===== config.mk =====
export PLATFORM = sky130hd
export DESIGN_NAME = perceptron_sequencer
export DESIGN_NICKNAME = d
export VERILOG_FILES = /design/src/rtl/perceptron_sequencer.sv
export SDC_FILE = /design/constraint.sdc
export NUM_CORES = 1
export LEC_CHECK = 0
export CAP_MARGIN = 20
export CELL_PAD_IN_SITES_DETAIL_PLACEMENT = 0
export CELL_PAD_IN_SITES_GLOBAL_PLACEMENT = 1
export CORE_MARGIN = 8
export CORE_UTILIZATION = 35
export CTS_BUF_LIST = sky130_fd_sc_hd__clkbuf_4
export DETAILED_ROUTE_END_ITERATION = 12
export GPL_TIMING_DRIVEN = 0
export HOLD_SLACK_MARGIN = 0.05
export PLACE_DENSITY = 0.74
export SYNTH_ARGS = -nofsm -noshare
export SYNTH_HDL_FRONTEND = slang
export SYNTH_SLANG_ARGS = --single-unit
export TNS_END_PERCENT = 30

===== constraint.sdc =====
create_clock -name clk -period 3.95 [get_ports clk]
set_input_delay 1.185 -clock clk [delete_from_list [all_inputs] [get_ports clk]]
set_output_delay 1.185 -clock clk [all_outputs]
set_load 0.005 [all_outputs]

===== src/rtl/perceptron_sequencer.sv =====
// Sequenced single-layer perceptron: one shared adder walks the N weights,
// adding each weight whose input bit is set, then compares against a threshold.
module perceptron_sequencer #(
  parameter int N  = 8,
  parameter int AW = 3
) (
  input  logic                clk,
  input  logic                rst_n,
  input  logic                start,
  input  logic [N-1:0]        x,
  input  logic signed [31:0]  threshold,
  input  logic                w_we,
  input  logic [AW-1:0]       w_addr,
  input  logic signed [31:0]  w_data,
  output logic                busy,
  output logic                done,
  output logic signed [31:0]  sum,
  output logic                fire
);

  localparam int            DEPTH = 1 << AW;
  localparam logic [AW:0]   N_EXT = (AW+1)'(N);
  localparam logic [AW-1:0] LAST  = AW'(N-1);

  typedef enum logic [1:0] {IDLE, ACCUM, DONE} state_t;

  state_t               state, state_nxt;
  logic [AW-1:0]        idx;
  logic [N-1:0]         x_lat;
  logic signed [31:0]   thr_lat;
  logic signed [31:0]   acc;
  logic signed [31:0]   w [DEPTH];
  logic                 wr_ok;

  // Two's-complement add; overflow wraps modulo 2^32.
  function automatic logic signed [31:0] wrap_add(input logic signed [31:0] a,
                                                  input logic signed [31:0] b);
    return a + b;
  endfunction

  function automatic logic fire_of(input logic signed [31:0] s,
                                   input logic signed [31:0] t);
    return s > t;
  endfunction

  assign wr_ok = w_we && ({1'b0, w_addr} < N_EXT);
  assign busy  = (state == ACCUM);

  always_comb begin
    state_nxt = state;
    case (state)
      IDLE:    if (start) state_nxt = ACCUM;
      ACCUM:   if (idx == LAST) state_nxt = DONE;
      DONE:    state_nxt = IDLE;
      default: state_nxt = IDLE;
    endcase
  end

  always_ff @(posedge clk or negedge rst_n) begin
    if (!rst_n) begin
      state <= IDLE;
    end else begin
      state <= state_nxt;
    end
  end

  // Weights are only writable in IDLE, so an evaluation sees a frozen set.
  always_ff @(posedge clk or negedge rst_n) begin
    if (!rst_n) begin
      idx     <= '0;
      x_lat   <= '0;
      thr_lat <= '0;
      acc     <= '0;
      sum     <= '0;
      fire    <= 1'b0;
      done    <= 1'b0;
      for (int i = 0; i < DEPTH; i++) w[i] <= '0;
    end else begin
      done <= 1'b0;
      case (state)
        IDLE: begin
          if (wr_ok) w[w_addr] <= w_data;
          if (start) begin
            x_lat   <= x;
            thr_lat <= threshold;
            acc     <= '0;
            idx     <= '0;
          end
        end
        ACCUM: begin
          if (x_lat[idx]) acc <= wrap_add(acc, w[idx]);
          idx <= idx + 1'b1;
        end
        DONE: begin
          sum  <= acc;
          fire <= fire_of(acc, thr_lat);
          done <= 1'b1;
        end
        default: ;
      endcase
    end
  end

endmodule


==> results.md <==
* Slowest stage delay, CP at 0.48 ns
* Ys async rst share at 100%
* CTS Hold Bufs at 0
* Die W at 244 um
* R2R Setup Slk at 0.18 ns
* Sequential cell area at 0.00919 mm^2
* HP Class: input pin to async pin
* Clock Tree Root: clkbuf_4
* RSZ-0062 raised after global routing: no
* Run status: complete, no violations
* Post-synth net total at 1468
* Peak Freq at 266 MHz
* Post-Route WL at 45.5 mm
* Crit end category: flop
* CTS tree: done
* Largest net degree at the start of global routing at 129
* Worst path depth at 12
* Final min period at 3.77 ns
* Initial core utilization at 35.3%
* Die area at 0.0593 mm^2
* Site row count at 83
* EDFF count, synth at 0
* First-pass GRT wire length at 72.1 mm
* Initial DRC count at 451
* Clock latency on the worst-skew pair at 0.81 ns
* Critical Path Slowest Stage Cell: dfrtp_2
* Layout cells sized above 1 at 39.8%
* Clock-pin slew on the worst setup and hold paths at 0.07 ns
* Maximum vdd ir drop at 0.298 mV
* Multi-input logic area at 0.00858 mm^2
* Worst path cell trace: buf_6 > buf_4 > mux4_2 > mux2_2 > ha_2 > o211ai_1 > o21bai_2 > and3b_1 > o221ai_2 > a2111oi_4 > mux2i_1 > o311ai_0
* DP Worst Slack at -1.45 ns
* Yosys warnings at 0
* Setup Crit Path Kind: flop to flop
* Slew Limit Fails at 0
* FF-to-FF path depth at 12
* Final Setup Violations at 0
* Worst path required time at 4.60 ns
* Power Density at 908 mW/mm^2
* Layout net count at 1683
* Net Sw Frac at 37.6%
* Critical Path AT at 4.42 ns
* Antenna Nets Post-Route at 0
* Worst slew pin tran at 0.954 ns
* Switching power at 7.40 mW
* Rel. slew slack at 36.4%
* CP startpoint kind: flop
* Main synth FF type: dfrtp_1
* Leakage at 9.72 nW
* Fillers at 4861
* Synth Register Bits at 367
* Die height at 244 um
* Clock tree buffer depth at 3
* Comb pwr share at 49.6%
* Area delta synth->final at 19.7%
* GP Congestion at 0.859
* WP buf/inv at 2
* Final hold violation count at 0
* GRT Total Usage at 15.4%
* Top post-synthesis cells by area: dfrtp_1 (51%), mux2_2 (22%), mux4_2 (8.2%)
* I/O Pins at 114
* Average wire per standard cell at 19.9 um
* CTS sink cnt at 367
* H-tree Lvls at 3
* Sequential fraction of the synthesis area at 50.7%
* Via count at 11.7k
* Unique masters post-synth at 58
* Core area at 0.0513 mm^2
* Mapped Area at 0.0181 mm^2
* IO buf count at 113
* Yosys top cell area share at 50.7%
* Number of global-route vias before repair at 12.7k
* Antenna violations before repair at 7
* Final period util at 95.3%
* Clock Skew at 0.0366 ns
* Avg Inst Size Synth at 13.7 um^2
* P_int at 12.3 mW
* DRC viols at 0
* Yosys top cell by area: dfrtp_1
* Detailed-placement wirelength estimate at 32.3 mm
* Post-route worst setup slack at 0.184 ns
* Seq pwr share at 33.8%
* Final Instance Area at 0.0217 mm^2
* Cts bufs inserted at 96
* Via/cell ratio at 5.13
* Max-Cap Viols at 0
* Clock power frac at 16.7%
* Total gr overflow at 0
* Mapped Cells at 1323
* First-pass iteration count of the detailed router at 4
* CP delay by family, top: compound AO/OA/AOI/OAI gates
* DP Area at 0.0202 mm^2
* Crit Path Max Fanout at 10
layout by cell type, fill, tap and decap left out, types with 10 or more instances in the layout:
cell type	n
a21o_1	29
a21oi_1	37
buf_1	20
buf_2	12
buf_4	10
clkbuf_1	17
clkbuf_4	143
clkdlybuf4s50_1	112
clkinv_1	10
dfrtp_1	366
ha_1	63
inv_1	47
mux2_2	357
mux4_2	66
nand2_1	55
nand3_1	23
nand4_1	18
nor2_1	18
o21ai_0	34
o31ai_1	11
xnor2_1	14
cells in the mapped netlist, drive strengths merged, types with 12 or more instances:
cell type    n
o31ai       12
mux4        66
xnor2       14
dfrtp      367
a21oi       39
a21o        29
mux2       357
inv         47
nand4       18
nor2        18
nand3       23
buf         46
nand2       55
clkbuf      29
ha          65
o21ai       36
sequential cells by signal, indices dropped and copies added (netlist names):
name	cells
acc	32
done	1
fire	1
idx	3
state	2
sum	32
thr_lat	32
w	256
x_lat	8
path summary, 6_finish.rpt:
kind	start	endpoint
min in group clk	w[154]	w[154]
worst min-delay path	rst_n	w[52]
worst min register to register	w[154]	w[154]
max in group asynchronous	rst_n	idx[1]
worst max-delay path	idx[1]	acc[29]
worst max register to register	idx[1]	acc[29]
area by class of cell:
| class | instances | area share [%] |
|---|---|---|
| flip-flops and latches | 367 | 42.3 |
| clock buffers | 141 | 4.88 |
| well taps | 680 | 3.92 |
| clock inverters | 18 | 0.623 |
| plain buffers | 68 | 1.91 |
| diodes | 6 | 0.0692 |
| inverters | 47 | 0.813 |
| multi-input cells | 834 | 39.5 |
| repair buffers | 124 | 5.89 |
power groups by stage:
stage | Sequential [mW] | Combinational (mW) | Clock [mW]
floorplan | 6.31 | 6.92 | 0
global route | 6.87 | 10.7 | 3.61
CTS | 6.63 | 9.59 | 3.42
detailed placement | 6.70 | 9.35 | 0
global placement | 6.62 | 9.16 | 0
finish | 6.65 | 9.76 | 3.28
layer usage:
metal / share of wire (%) / global-route usage [%]
met1: 45 / 19.8
met2: 47 / 24.8
met3: 5.6 / 4.76
met4: 2.2 / 4.61
met5: 0.13 / 0
kinds of logic (layout without fill, tap and decap cells):
group	Yosys count	in the layout	synth area share [%]
xor gates and xnor gates	22	22	1.06
other	0	6	0
buffers and inverters	122	398	2.77
and+or+nand+nor	149	149	3.98
AOI/OAI and AO/OA	169	169	6.23
muxes	428	428	30.7
DFF	367	367	50.7
adders and majority gates	66	66	4.60
stage by stage:
| stage | instances | total power [mW] | hold slack, ns | utilization (%) | setup TNS [ns] |
|---|---|---|---|---|---|
| after floorplan | 1323 | 13.2 | 0.472 | - | 0 |
| after global placement | 2116 | 15.8 | 0.481 | 39.2 | -5140.08 |
| after detailed placement | 2119 | 16.1 | 0.489 | 39.4 | -16.32 |
| after CTS | 2275 | 19.6 | 0.385 | 41.9 | 0 |
| after global routing | 2284 | 21.2 | 0.381 | 42.3 | 0 |
| final | 2285 | 19.7 | 0.429 | 42.3 | 0 |
what timing repair did:
action | in CTS | in global routing
hold endpoints to repair | 0 | 0
setup endpoints to repair | 26 | 11
buffers inserted | 0 | 8
pin swaps | 1 | 4
resized for setup | 42 | 26
Note: power is estimated with default switching activity, not from simulation.
